--- src/rtl/mole_game_core.sv ---
// mole_game_core -- parametrised whack-a-mole engine.
//
// One mole is lit per round. The hole is picked by an 8-bit LFSR. The mole
// times out after UP_TICKS game ticks, and the round ends with a dark gap of
// GAP_TICKS ticks. A game is ROUNDS moles long. Hits and misses are counted in
// saturating counters. Button rising edges are detected here, so the
// btn inputs must already be debounced and synchronised.
//
// Ports
//   clk        system clock
//   clear_n    synchronous active-low reset
//   tick       1-cycle game-rate strobe
//   start      1-cycle request to begin or restart a game (IDLE/DONE only)
//   btn        debounced button levels, one per hole
//   led        one-hot lit mole, else 0
//   hit_pulse  1-cycle pulse on a correct whack
//   miss_pulse 1-cycle pulse on a wrong press or a timeout
//   score      hits this game (saturating)
//   misses     wrong presses + timeouts this game (saturating)
//   busy       game in progress (SPAWN/UP/GAP)
//   game_over  all rounds played, held until start
module mole_game_core #(
  parameter int         N_HOLES   = 5,
  parameter int         SCORE_W   = 8,
  parameter int         UP_TICKS  = 4,
  parameter int         GAP_TICKS = 1,
  parameter int         ROUNDS    = 16,
  parameter logic [7:0] SEED      = 8'hA5
) (
  input  logic               clk,
  input  logic               clear_n,
  input  logic               tick,
  input  logic               start,
  input  logic [N_HOLES-1:0] btn,
  output logic [N_HOLES-1:0] led,
  output logic               hit_pulse,
  output logic               miss_pulse,
  output logic [SCORE_W-1:0] score,
  output logic [SCORE_W-1:0] misses,
  output logic               busy,
  output logic               game_over
);

  localparam int IDX_W   = $clog2(N_HOLES);
  localparam int T_MAX   = (UP_TICKS > GAP_TICKS) ? UP_TICKS : GAP_TICKS;
  localparam int TIMER_W = $clog2(T_MAX + 1);
  localparam int ROUND_W = $clog2(ROUNDS + 1);

  typedef enum logic [2:0] {
    S_IDLE,
    S_SPAWN,
    S_UP,
    S_GAP,
    S_DONE
  } state_t;

  state_t               state_reg, state_next;
  logic [7:0]           lfsr_reg;
  logic [N_HOLES-1:0]   btn_q_reg;
  logic [N_HOLES-1:0]   press_reg;
  logic [IDX_W-1:0]     mole_idx_reg, mole_idx_next;
  logic [TIMER_W-1:0]   timer_reg, timer_next;
  logic [ROUND_W-1:0]   round_reg, round_next;
  logic [SCORE_W-1:0]   score_reg, score_next;
  logic [SCORE_W-1:0]   misses_reg, misses_next;
  logic                 hit_reg, hit_next;
  logic                 miss_reg, miss_next;
  logic [N_HOLES-1:0]   mole_mask;
  logic                 correct_press;
  logic                 wrong_press;

  // Decoded position of the current mole; also drives the LEDs while UP.
  genvar gi;
  generate
    for (gi = 0; gi < N_HOLES; gi++) begin : g_mask
      assign mole_mask[gi] = (mole_idx_reg == IDX_W'(gi));
    end
  endgenerate

  assign correct_press = |(press_reg & mole_mask);
  assign wrong_press   = |(press_reg & ~mole_mask);

  always_comb begin
    state_next    = state_reg;
    mole_idx_next = mole_idx_reg;
    timer_next    = timer_reg;
    round_next    = round_reg;
    score_next    = score_reg;
    misses_next   = misses_reg;
    hit_next      = 1'b0;
    miss_next     = 1'b0;
    case (state_reg)
      S_IDLE, S_DONE: begin
        if (start) begin
          state_next  = S_SPAWN;
          score_next  = '0;
          misses_next = '0;
          round_next  = '0;
        end
      end
      S_SPAWN: begin
        mole_idx_next = IDX_W'(lfsr_reg % 8'(N_HOLES));
        timer_next    = TIMER_W'(UP_TICKS);
        state_next    = S_UP;
      end
      S_UP: begin
        // A correct press wins over a wrong one and over an expiring tick.
        if (correct_press) begin
          score_next = (score_reg == '1) ? score_reg : score_reg + 1'b1;
          hit_next   = 1'b1;
          timer_next = TIMER_W'(GAP_TICKS);
          state_next = S_GAP;
        end else if (wrong_press) begin
          misses_next = (misses_reg == '1) ? misses_reg : misses_reg + 1'b1;
          miss_next   = 1'b1;
        end else if (tick) begin
          if (timer_reg == TIMER_W'(1)) begin
            misses_next = (misses_reg == '1) ? misses_reg : misses_reg + 1'b1;
            miss_next   = 1'b1;
            timer_next  = TIMER_W'(GAP_TICKS);
            state_next  = S_GAP;
          end else begin
            timer_next = timer_reg - 1'b1;
          end
        end
      end
      S_GAP: begin
        if (tick) begin
          if (timer_reg == TIMER_W'(1)) begin
            round_next = round_reg + 1'b1;
            state_next = (round_next == ROUND_W'(ROUNDS)) ? S_DONE : S_SPAWN;
          end else begin
            timer_next = timer_reg - 1'b1;
          end
        end
      end
      default: state_next = S_IDLE;
    endcase
  end

  always_ff @(posedge clk) begin
    if (!clear_n) begin
      state_reg    <= S_IDLE;
      lfsr_reg     <= SEED;
      btn_q_reg    <= '0;
      press_reg    <= '0;
      mole_idx_reg <= '0;
      timer_reg    <= '0;
      round_reg    <= '0;
      score_reg    <= '0;
      misses_reg   <= '0;
      hit_reg      <= 1'b0;
      miss_reg     <= 1'b0;
    end else begin
      state_reg    <= state_next;
      // Fibonacci LFSR, x^8+x^6+x^5+x^4+1, free-running every cycle.
      lfsr_reg     <= {lfsr_reg[6:0], lfsr_reg[7] ^ lfsr_reg[5] ^ lfsr_reg[4] ^ lfsr_reg[3]};
      btn_q_reg    <= btn;
      // Registered edge detect: a press reaches the FSM one cycle after
      // the edge, giving the 2-cycle press-to-hit latency.
      press_reg    <= btn & ~btn_q_reg;
      mole_idx_reg <= mole_idx_next;
      timer_reg    <= timer_next;
      round_reg    <= round_next;
      score_reg    <= score_next;
      misses_reg   <= misses_next;
      hit_reg      <= hit_next;
      miss_reg     <= miss_next;
    end
  end

  assign led        = (state_reg == S_UP) ? mole_mask : '0;
  assign hit_pulse  = hit_reg;
  assign miss_pulse = miss_reg;
  assign score      = score_reg;
  assign misses     = misses_reg;
  assign busy       = (state_reg == S_SPAWN) || (state_reg == S_UP) || (state_reg == S_GAP);
  assign game_over  = (state_reg == S_DONE);

endmodule
--- config.mk ---
export PLATFORM = sky130hd
export DESIGN_NAME = mole_game_core
export DESIGN_NICKNAME = d
export VERILOG_FILES = /design/src/rtl/mole_game_core.sv
export SDC_FILE = /design/constraint.sdc
export NUM_CORES = 1
export LEC_CHECK = 0
export BUFFER_PORTS_ARGS = -buffer_cell sky130_fd_sc_hd__buf_2
export CORE_UTILIZATION = 50
export CTS_CLUSTER_SIZE = 28
export DETAILED_ROUTE_END_ITERATION = 8
export PLACE_DENSITY = 0.76
export SLEW_MARGIN = 20
export SYNTH_ARGS = -nofsm -noshare
export SYNTH_HDL_FRONTEND = slang
export SYNTH_SLANG_ARGS = --single-unit
--- constraint.sdc ---
create_clock -name clk -period 10.6 [get_ports clk]
set_input_delay 2.12 -clock clk [delete_from_list [all_inputs] [get_ports clk]]
set_output_delay 2.12 -clock clk [all_outputs]
set_load 0.03 [all_outputs]
# Word level (Yosys, flattened, before mapping)
# Index checks and enable logic that the tools add are counted.
[classes]
n_eq_ne = 24
n_addsub = 4
n_mux = 35
n_reduce_logical = 17
bitwise = 10
div_mod_pow = 1
[ops]
columns = ["operator", "n"]
rows = [
  ["8-bit two-way mux", 8],
  ["3-bit two-way mux", 14],
  ["8-bit one-hot mux with 2 select lines", 2],
  ["5-bit two-way mux", 4],
  ["8-bit by 1-bit adder with 8-bit output, second input constant", 2],
  ["8-bit == test, second input constant", 2],
  ["5-bit AND", 3],
  ["3-bit != test, second input constant", 5],
  ["2-bit != test, second input constant", 7],
  ["3-bit by 2-bit == test with 1-bit output, second input constant", 4],
  ["3-bit one-hot mux with 4 select lines", 1],
  ["5-bit inverter", 2],
  ["5-bit one-hot mux with 2 select lines", 1],
  ["5-bit AND reduction", 2],
  ["5-bit OR reduction", 2],
  ["3-bit by 1-bit == test with 1-bit output, second input constant", 3],
  ["3-bit one-hot mux with 3 select lines", 1],
  ["8-bit by 3-bit modulo with 8-bit output, second input constant", 1],
  ["4-bit AND reduction", 2],
  ["7-bit OR reduction", 1],
  ["3-bit == test, second input constant", 2],
  ["3-bit zero test", 2],
  ["6-bit AND reduction", 1],
  ["5-bit by 1-bit adder with 5-bit output, second input constant", 1],
  ["10 further kinds", 18],
]
[totals]
register_bits = 50
output_inout_bits = 25
elab_cells = 102

# Depth between registers and ports, before layout
# Gate-level depths: netlist (run 1).
[depth]
depth_word = 7
mapped_depth = 20
depth_no_buf = 18

# Least setup slack after synthesis (run 1)
# OpenSTA, ideal clock, no wires.
[synth_path]
kind = "reg2out"
start = "register state_reg[1]"
end = "output port led[0]"
slack_ps = 6535
stages_incl_launch_ff = 6
required_time_ps = 8480
arrival_time_ps = 1945
n_path_buf = 2
cell_sequence = "dfxtp_1 > clkbuf_1 > nor2b_1 > clkbuf_1 > nand2b_1 > nor4_1"
[synth_between]
elab_chain_cells = 2
[synth_rtl]
columns = ["element", "line_no", "rtl"]
rows = [
  ["start: declaration", "57", "state_t state_reg, state_next;"],
  ["start signal: assignment", "155", "state_reg <= state_next;"],
  ["3-bit by 2-bit == test with 1-bit output", "172", "assign led = (state_reg == S_UP) ? mole_mask : '0;"],
  ["5-bit two-way mux", "172", ""],
  ["end: declaration", "35", "output logic [N_HOLES-1:0] led,"],
]
# Every way passes these cells.

# Worst setup path in the final report (run 1)
[layout_path]
start = "register lfsr_reg[4]"
end = "register mole_idx_reg[1]"
[layout_between]
elab_chain_cells = 1
[layout_rtl]
columns = ["element", "line_no", "rtl"]
rows = [
  ["start: declaration", "58", "logic [7:0] lfsr_reg;"],
  ["start signal: assignment", "157", "lfsr_reg <= {lfsr_reg[6:0], lfsr_reg[7] ^ lfsr_reg[5] ^ lfsr_reg[4] ^ lfsr_reg[3]};"],
  ["8-bit by 3-bit modulo with 8-bit output", "102", "mole_idx_next = IDX_W'(lfsr_reg % 8'(N_HOLES));"],
  ["end signal: assignment", "162", "mole_idx_reg <= mole_idx_next;"],
  ["end: declaration", "61", "logic [IDX_W-1:0] mole_idx_reg, mole_idx_next;"],
]
# Every way passes these cells.
# A chain may end at the register's enable or synchronous reset.

==> results_dict.tcl, run 1 <==
set metrics [dict create \
    status "completed" \
    cp_data_required_time_ps 10810 \
    core_area_um2 5990 \
    drt.antenna.violating_nets 0 \
    overflow 0 \
    nNetsFinal 416 \
    setup_tns_ps 0 \
    cap_violations 0 \
    finalCriticalPeriod_ps 4750 \
    async_reset_ff_share_pct 0 \
    dieWidth_um 81.1 \
    drive_above_1_share_pct 13.8 \
    rows 28 \
    cellLeakagePower_nw 1.33 \
    synth.most_common_cell "dfxtp_1" \
    netlist_area_um2 3130 \
    dieHeight_um 81.1 \
    ys_top_cells_by_area "dfxtp_1 32%, nor2_1 4.8%, nand2_1 4.0%, ha_1 3.6%, and2_1 3.0%" \
    drv_slew 0 \
    ff2ff_path_depth 17 \
    synth_common_cells "50 x dfxtp_1, 40 x nor2_1, 33 x nand2_1" \
    drc 0 \
    io_pins 34 \
    fmax_mhz 211 \
    place_area_um2 3260 \
    cts_hold_buf 0 \
    ys.flop_type "dfxtp_1" \
    yosysWarnings 0 \
    ir_drop_mv 0.109 \
    wirelength_mm 6.28 \
    period_share_pct 44.8 \
    synthCells 384 \
    min_from "btn_q_reg[4]" \
    cp-start-kind "flop" \
    cts_setup_buffers 0 \
    cp.arrival_ps 4950 \
    synth_edf_count 0 \
    design_area_um2 3350 \
    critPathKind "reg2reg" \
    grt_pass1_vias 2433 \
    cts_buffers 5 \
    grt_pass1_wl_mm 10.5 \
    first_pass_iters 4 \
    hold_depth 1 \
    yosysSeqAreaShare_pct 32.0 \
    rsz0062_at_grt "false" \
    clock-skew-final_ps 5.69 \
    viasPerCell 5.84 \
    syn_avg_cell_area_um2 8.15 \
    path_max_fanout 26 \
    ys_ff_latch 50 \
    areaGrowthSynthToFinish_pct 7.16 \
    synth_area_leader_cell "dfxtp_1" \
    cts_buffer_depth 2 \
    clock_latency_ps 300 \
    yosysUniqueCellTypes 67 \
    wl_per_cell_um 13.2 \
    startpoint "lfsr_reg[4]" \
    n_antenna_cell 0 \
    r2r-start "lfsr_reg[4]" \
    power_density_nw_per_um2 158 \
    dp_hpwl_mm 4.48 \
    final_cells 474 \
    cts.clk_slew.worst_paths_ps 90 \
    dieArea_um2 6580 \
    setup_violations 0 \
    start_util_pct 52.2 \
    relSlewSlack_pct 48.9 \
    dp_cells 466 \
    vias 2769 \
    end_kind "flop" \
    gp_congestion 0.891 \
    min_path_type "reg2reg" \
    cts_root_buf "clkbuf_8" \
    io_buffers 33 \
    final_hold_viol_count 0 \
    whs_ps 387 \
    track_usage_pct 20.0 \
    cts_tree "built" \
    antenna_found_initial 0 \
    drt_iter0_markers 151 \
    htree_levels 2 \
    synth.net_count 402 \
    post_cts_resized 0 \
    clock-sinks 50 \
    worst_pin_slew_ps 766 \
    grt_start_max_net_pins 39 \
    synth_top_area_share_pct 32.0 \
]
## critical path, stage by stage (launching register included)
cell and delay, ps:
dfxtp_1 810, nor3b_1 390, a21oi_1 70, o311ai_1 320
nor2_1 150, ha_1 230, or2b_1 220, o311a_1 130
o22ai_1 360, a21oi_1 120, a21oi_1 230, ha_1 230
nor2b_1 210, nor2_1 110, a2111oi_4 340, nor3_2 130
or4_1 480, o311ai_1 100
## metal layers
metal  global-route usage, %  part of all wire, %  vias up  wire length (um)
li1                        -                    -     1400                 -
met1                    25.4                   47     1302              2980
met2                    34.7                   48       63              2980
met3                    3.71                  4.2        4               264
met4                    5.18                 0.73        0                46
met5                       0                    0        -                 0
## area by class of cell
| cell class | instances | area (um^2) |
|---|---|---|
| Fill cell | 541 | 2640 |
| Multi-Input combinational cell | 297 | 1960 |
| Sequential cell | 50 | 1000 |
| Timing Repair Buffer | 33 | 165 |
| Tap cell | 75 | 93.8 |
| Clock buffer | 5 | 68.8 |
| Inverter | 11 | 41.3 |
| Clock inverter | 3 | 21.3 |
## cells by family (layout without fill, tap and decap cells)
logic type / Yosys count / count (layout) / share of synthesized area, %
flops: 50 / 50 / 32.0
xor+xnor: 16 / 16 / 4.48
fa+ha+maj: 9 / 9 / 3.60
buf+inv: 37 / 52 / 5.32
simple gates: 186 / 186 / 32.5
compound gates: 81 / 81 / 20.1
mux: 5 / 5 / 2.04
## power breakdown
group	internal (mW)	switching, mW
Combinational	0.0737	0.108
Clock	0.0465	0.0633
Sequential	0.203	0.0327
Total	0.324	0.205
## placed cells by master (no fill, tap or decap), types with 3 or more instances in the layout
cell       count
dfxtp_1       50
nor2_1        40
nand2_1       33
buf_2         33
nand3_1       16
nor2b_1       15
and2_1        15
a21oi_1       13
inv_1         11
o21ai_0       11
a21boi_0      10
nor3b_1        9
nor3_1         9
ha_1           9
xor2_1         8
xnor2_1        8
or3_1          7
and3_1         6
nand2b_1       5
clkbuf_8       5
nand3b_1       4
o2111ai_1      4
nand4_1        4
and3b_1        3
o21a_1         3
o211ai_1       3
nor4_1         3
or2_2          3
o22ai_1        3
a21bo_2        3
o311ai_1       3
mux2i_1        3
## worst paths after layout
| kind | endpoint | slack (ps) |
|---|---|---|
| min reg2reg | press_reg[4] | 390 |
| max | mole_idx_reg[1] | 5850 |
| min | press_reg[4] | 390 |
| max reg2reg | mole_idx_reg[1] | 5850 |
## stage by stage
| stage | power, mW | util (%) | setup slack [ps] |
|---|---|---|---|
| 2_1_floorplan | 0.386 | - | 6540 |
| 3_3_place_gp | 0.415 | 54.5 | 6150 |
| 3_5_place_dp | 0.420 | 54.5 | 5920 |
| 5_1_grt | 0.564 | 56.0 | 5440 |
| 4_1_cts | 0.531 | 56.0 | 5900 |
| 6_report | 0.528 | 56.0 | 5850 |
(Power assumes the default switching activity.)
==> inputs of run 2 (changes only) <==
--- a/config.mk
+++ b/config.mk
@@ -5,6 +5,7 @@
 export SDC_FILE = /design/constraint.sdc
 export NUM_CORES = 1
 export LEC_CHECK = 0
+export ABC_AREA = 1
 export BUFFER_PORTS_ARGS = -buffer_cell sky130_fd_sc_hd__buf_2
 export CORE_UTILIZATION = 50
 export CTS_CLUSTER_SIZE = 28
==> constraint.sdc (replaced) <==
create_clock -name clk -period 4.4 [get_ports clk]
set_input_delay 0.88 -clock clk [delete_from_list [all_inputs] [get_ports clk]]
set_output_delay 0.88 -clock clk [all_outputs]
set_load 0.03 [all_outputs]
==> run 2 against run 1 <==
Compared with the run above: sequential power grew to 2.5 times the previous value; flip-flop and latch count stayed put; synthesized cell count is 0.26% lower; hold slack worse by 2.6 ps; fmax is 44% higher; critical endpoint is now mole_idx_reg[0].
==> results_dict.tcl, run 2 <==
set metrics [dict create \
    drv_slew 0 \
    end_kind "flop" \
    cts.clk_slew.worst_paths_ps 90 \
    design_area_um2 3170 \
    clock-skew-final_ps 5.44 \
    r2r-start "lfsr_reg[5]" \
    drc 0 \
    layout_commonest_cell "nand2_1" \
    core_area_um2 5270 \
    fmax_mhz 304 \
    dieArea_um2 5950 \
    yosysUniqueCellTypes 39 \
    cts_hold_buf 0 \
    vias 2522 \
    finalCriticalPeriod_ps 3290 \
    areaGrowthSynthToFinish_pct 12.3 \
    start_util_pct 53.6 \
    dp_cells 481 \
    cts_tree "built" \
    htree_levels 2 \
    path_common_cell "nand2_4" \
    yosysWarnings 0 \
    clock_latency_ps 300 \
    cts_buffer_depth 2 \
    ys_ff_latch 50 \
    synth.net_count 401 \
    synthCells 383 \
    cts_buffers 5 \
    critPathKind "reg2reg" \
    cellLeakagePower_nw 1.54 \
    track_usage_pct 19.4 \
    relSlewSlack_pct 44.5 \
    synth_top_area_share_pct 35.5 \
    n_antenna_cell 0 \
    drive_above_1_share_pct 19.4 \
    wirelength_mm 5.49 \
    syn_avg_cell_area_um2 7.37 \
    overflow 0 \
    cp.arrival_ps 3500 \
    worstHoldEndpoint "press_reg[2]" \
    ys_top_cells_by_area "dfxtp_1 35%, nand2_1 8.4%, inv_1 8.1%, nor2_1 5.5%, ha_1 4.0%" \
    cap_violations 0 \
    cts_root_buf "clkbuf_8" \
    final_cells 488 \
    first_pass_iters 4 \
    dieWidth_um 77.1 \
    worst_path_largest_cell_delay_ps 390 \
    async_reset_ff_share_pct 0 \
    path_max_fanout 4 \
    clock-sinks 50 \
    utilization_pct 60.1 \
    cts_setup_buffers 0 \
    r2r_slack_ps 1110 \
    antenna_found_initial 0 \
    cp_data_required_time_ps 4610 \
    drt.antenna.violating_nets 0 \
    power_density_nw_per_um2 535 \
    worst_slack_ps 1110 \
    drt_iter0_markers 118 \
    wl_per_cell_um 11.2 \
    hold_depth 1 \
    grt_pass1_vias 2290 \
    final_hold_viol_count 0 \
    place_ws_ps 1120 \
    place_area_um2 3060 \
    setup_violations 0 \
    synth_area_leader_cell "dfxtp_1" \
    netlist_area_um2 2820 \
    synth_edf_count 0 \
    min_path_type "reg2reg" \
    synth.most_common_cell "nand2_1" \
    grt_start_max_net_pins 25 \
    yosysSeqAreaShare_pct 35.5 \
    post_cts_resized 0 \
    io_buffers 33 \
    ir_drop_mv 0.356 \
    rows 26 \
    min_from "btn_q_reg[2]" \
    gp_congestion 0.878 \
    viasPerCell 5.17 \
    n_fill_cell 497 \
    rsz0062_at_grt "false" \
    cp-start-kind "flop" \
    setup_tns_ps 0 \
    final_cell_mix "63 x nand2_1, 61 x inv_1, 50 x dfxtp_1" \
    ff2ff_path_depth 30 \
    status "completed" \
    r2r-end "mole_idx_reg[0]" \
    grt_pass1_wl_mm 9.47 \
    whs_ps 385 \
    synth_common_cells "63 x nand2_1, 61 x inv_1, 50 x dfxtp_1" \
    dieHeight_um 77.1 \
    period_share_pct 74.7 \
    worst_pin_slew_ps 826 \
    io_pins 34 \
    ys.flop_type "dfxtp_1" \
    crit_slowest_cell "dfxtp_1" \
    dp_hpwl_mm 4.12 \
    nNetsFinal 436 \
    finalPower_mw 1.69 \
]
==> run 2: cell count changes after synthesis, moves of 10 or more <==
cell      change
inv_1        +50
nand2_1      +30
nand2_2      +10
and2_1       -14
a21boi_0     -10
nor2b_1      -15
clkbuf_1     -10
==> run 2: area by class of cell <==
class / count / area [um^2] / share of cell area (%)
Inverter: 67 / 251 / 7.94
Multi-Input combinational cell: 261 / 1550 / 49.0
Timing Repair Buffer: 33 / 165 / 5.21
Tap cell: 70 / 87.6 / 2.76
Clock buffer: 6 / 82.6 / 2.61
Sequential cell: 50 / 1000 / 31.6
Clock inverter: 1 / 30.0 / 0.947
==> run 2: cell families (layout without fill, tap and decap cells) <==
group | count (synthesis) | count (layout) | share of synthesized area, %
and+or+nand+nor | 184 | 184 | 34.3
buffers and inverters | 72 | 107 | 9.57
AOI/OAI and AO/OA | 60 | 60 | 14.2
DFF | 50 | 50 | 35.5
adders and majority gates | 9 | 9 | 3.99
xor gates and xnor gates | 8 | 8 | 2.48
==> run 2: critical path: cells and delay by family, from the launching register on <==
kind / cells / cell delay, ps
AND/OR/NAND/NOR: 22 / 1920
adder cells (fa/ha/maj): 2 / 360
AO/OA/AOI/OAI: 1 / 200
buffers and inverters: 5 / 320
flip-flops: 1 / 390
==> run 2: layer usage <==
| metal | GRT usage, % | share of wire [%] | up-vias |
|---|---|---|---|
| met4 | 7.74 | 2.0 | 0 |
| met2 | 33.3 | 45 | 47 |
| li1 | - | - | 1319 |
| met3 | 4.05 | 3.8 | 8 |
| met1 | 23.3 | 49 | 1148 |
| met5 | 0 | 0 | - |
==> run 2: worst max-delay path by stage <==
stage	from	to	slack [ps]	cells past startpoint
2_1_floorplan	lfsr_reg[5]	mole_idx_reg[0]	1400	30
3_3_place_gp	lfsr_reg[7]	mole_idx_reg[0]	1270	30
3_5_place_dp	lfsr_reg[5]	mole_idx_reg[0]	1120	32
4_1_cts	lfsr_reg[5]	mole_idx_reg[0]	1100	32
5_1_grt	lfsr_reg[5]	mole_idx_reg[0]	770	31
6_report	lfsr_reg[5]	mole_idx_reg[0]	1110	30
==> run 2: where the power goes <==
part	total [mW]	switching (mW)	internal, mW	leakage, nW
registers	0.594	0.0683	0.526	0.411
logic	0.772	0.516	0.256	1.07
clock network	0.328	0.146	0.182	0.0573
==> inputs of run 3 (changes only) <==
==> constraint.sdc (replaced) <==
create_clock -name clk -period 3.1 [get_ports clk]
set_input_delay 0.62 -clock clk [delete_from_list [all_inputs] [get_ports clk]]
set_output_delay 0.62 -clock clk [all_outputs]
set_load 0.03 [all_outputs]
==> run 3 against run 2 <==
Compared with the run above: the run now ends with setup timing left; largest cell class unchanged; largest power group unchanged; utilization is 6.6 points higher; first-iteration DRC count is 21% higher; flip-flop and latch count stayed put; highest routed layer unchanged; fmax is 4.1% higher; die area stayed put; routed wire length is 17% higher.
==> results_dict.tcl, run 3 (same netlist as run 2, synthesis figures left out) <==
set metrics [dict create \
    status "finished with violations" \
    failed_checks "setup timing" \
    power_density_nw_per_um2 721 \
    start_util_pct 53.6 \
    clock-skew-final_ps 8.74 \
    drive_above_1_share_pct 28.6 \
    nNetsFinal 457 \
    cts_buffers 5 \
    io_pins 34 \
    end_kind "flop" \
    drt.antenna.violating_nets 0 \
    drc 0 \
    wl_per_cell_um 12.6 \
    cts_tree "built" \
    overflow 0 \
    dp_hpwl_mm 4.29 \
    areaGrowthSynthToFinish_pct 24.5 \
    use_met1_pct 23.6 \
    utilization_pct 66.7 \
    min_path_type "reg2reg" \
    layout_commonest_cell "inv_1" \
    use_met3_pct 3.45 \
    worstHoldEndpoint "press_reg[0]" \
    r2r_slack_ps -60 \
    dieHeight_um 77.1 \
    wirelength_mm 6.40 \
    grt.busiest_layer "met2" \
    cts_buffer_depth 2 \
    dieWidth_um 77.1 \
    grt_pass1_wl_mm 9.93 \
    crit_slowest_cell "dfxtp_4" \
    vias 2642 \
    relSlewSlack_pct 39.0 \
    use_met2_pct 36.5 \
    clock-sinks 50 \
    finalCriticalPeriod_ps 3160 \
    track_usage_pct 20.2 \
    hold_depth 1 \
    startpoint "lfsr_reg[7]" \
    ff2ff_path_depth 28 \
    path_common_cell "nand2_4" \
    worst_path_largest_cell_delay_ps 400 \
    setup_tns_ps -62.3 \
    cp-start-kind "flop" \
    drv_slew 0 \
    grt_pass1_vias 2404 \
    r2r-end "mole_idx_reg[0]" \
    htree_levels 2 \
    core_area_um2 5270 \
    rsz0062_at_grt "true" \
    ir_drop_mv 0.505 \
    grt_start_max_net_pins 25 \
    dp_cells 487 \
    final_cells 510 \
    first_pass_iters 4 \
    io_buffers 33 \
    cts_hold_buf 0 \
    cts.clk_slew.worst_paths_ps 90 \
    period_share_pct 102 \
    path_max_fanout 5 \
    gp_congestion 0.822 \
    dieArea_um2 5950 \
    setup_violations 2 \
    min_from "btn_q_reg[0]" \
    clock_latency_ps 300 \
    worst_slack_ps -56.3 \
    cap_violations 0 \
    cp.arrival_ps 3360 \
    cts_root_buf "clkbuf_8" \
    n_antenna_cell 0 \
    final_hold_viol_count 0 \
    drt_iter0_markers 143 \
    critPathKind "reg2reg" \
    viasPerCell 5.18 \
    cp_data_required_time_ps 3310 \
    rows 26 \
    worst_pin_slew_ps 908 \
    cellLeakagePower_nw 1.68 \
    r2r-start "lfsr_reg[7]" \
    fmax_mhz 317 \
    final_cell_mix "58 x inv_1, 55 x nand2_1, 46 x dfxtp_1" \
    antenna_found_initial 0 \
]
-- run 3: cell count changes in the layout (fill, tap and decap cells not counted), sizes merged --
cell    change
buf        +21
bufinv      -1
clkinv      +2
-- run 3: cell type report --
type                       count  area [um^2]
clock buffer                   6         72.6
clock inverter                 2         13.8
fill                         441         1760
inverter                      67          256
multi-input combinational    261         1750
sequential                    50         1010
tap                           70         87.6
timing repair buffer          54          323
-- run 3: layer usage --
metal	vias to the layer above	routed length, um
li1	1361	-
met1	1220	2850
met2	52	3280
met3	9	189
met4	0	87
met5	-	0
-- run 3: per-stage QoR --
stage / total power [mW] / worst slack [ps] / area [um^2] / hold slack [ps]
3_3_place_gp: 1.96 / 54.4 / 3100 / 371
3_5_place_dp: 1.99 / -97.1 / 3100 / 375
2_1_floorplan: 1.72 / 104 / 2820 / 368
4_1_cts: 2.39 / 8.40 / 3270 / 389
5_1_grt: 2.72 / -235 / 3510 / 400
6_report: 2.53 / -56.3 / 3510 / 385
-- run 3: worst max-delay path by stage --
stage | to | slack [ps] | depth (start not counted)
after CTS | mole_idx_reg[0] | 8 | 30
final | mole_idx_reg[0] | -60 | 28
after detailed placement | mole_idx_reg[0] | -100 | 30
after global routing | mole_idx_reg[0] | -240 | 28
after floorplan | mole_idx_reg[0] | 100 | 30
after global placement | mole_idx_reg[0] | 50 | 30
-- run 3: critical path, delay by kind of cell, from the launching register on --
| kind | cells | cell delay, ps |
|---|---|---|
| fa+ha+maj | 2 | 290 |
| simple gates | 21 | 2020 |
| flops | 1 | 400 |
| buf+inv | 4 | 160 |
| compound gates | 1 | 160 |
-- run 3: where the power goes --
part	total [mW]	switching [mW]	internal, mW	leakage, nW
Clock	0.373	0.213	0.160	0.0452
Sequential	0.854	0.107	0.746	0.412
Combinational	1.31	0.831	0.475	1.22
Total	2.53	1.15	1.38	1.68
-- run 3: repair_timing --
action	4_1_cts	5_1_grt
pin swaps	11	19
setup buffers	4	11
gates resized for setup	15	34
setup endpoints to repair	3	3
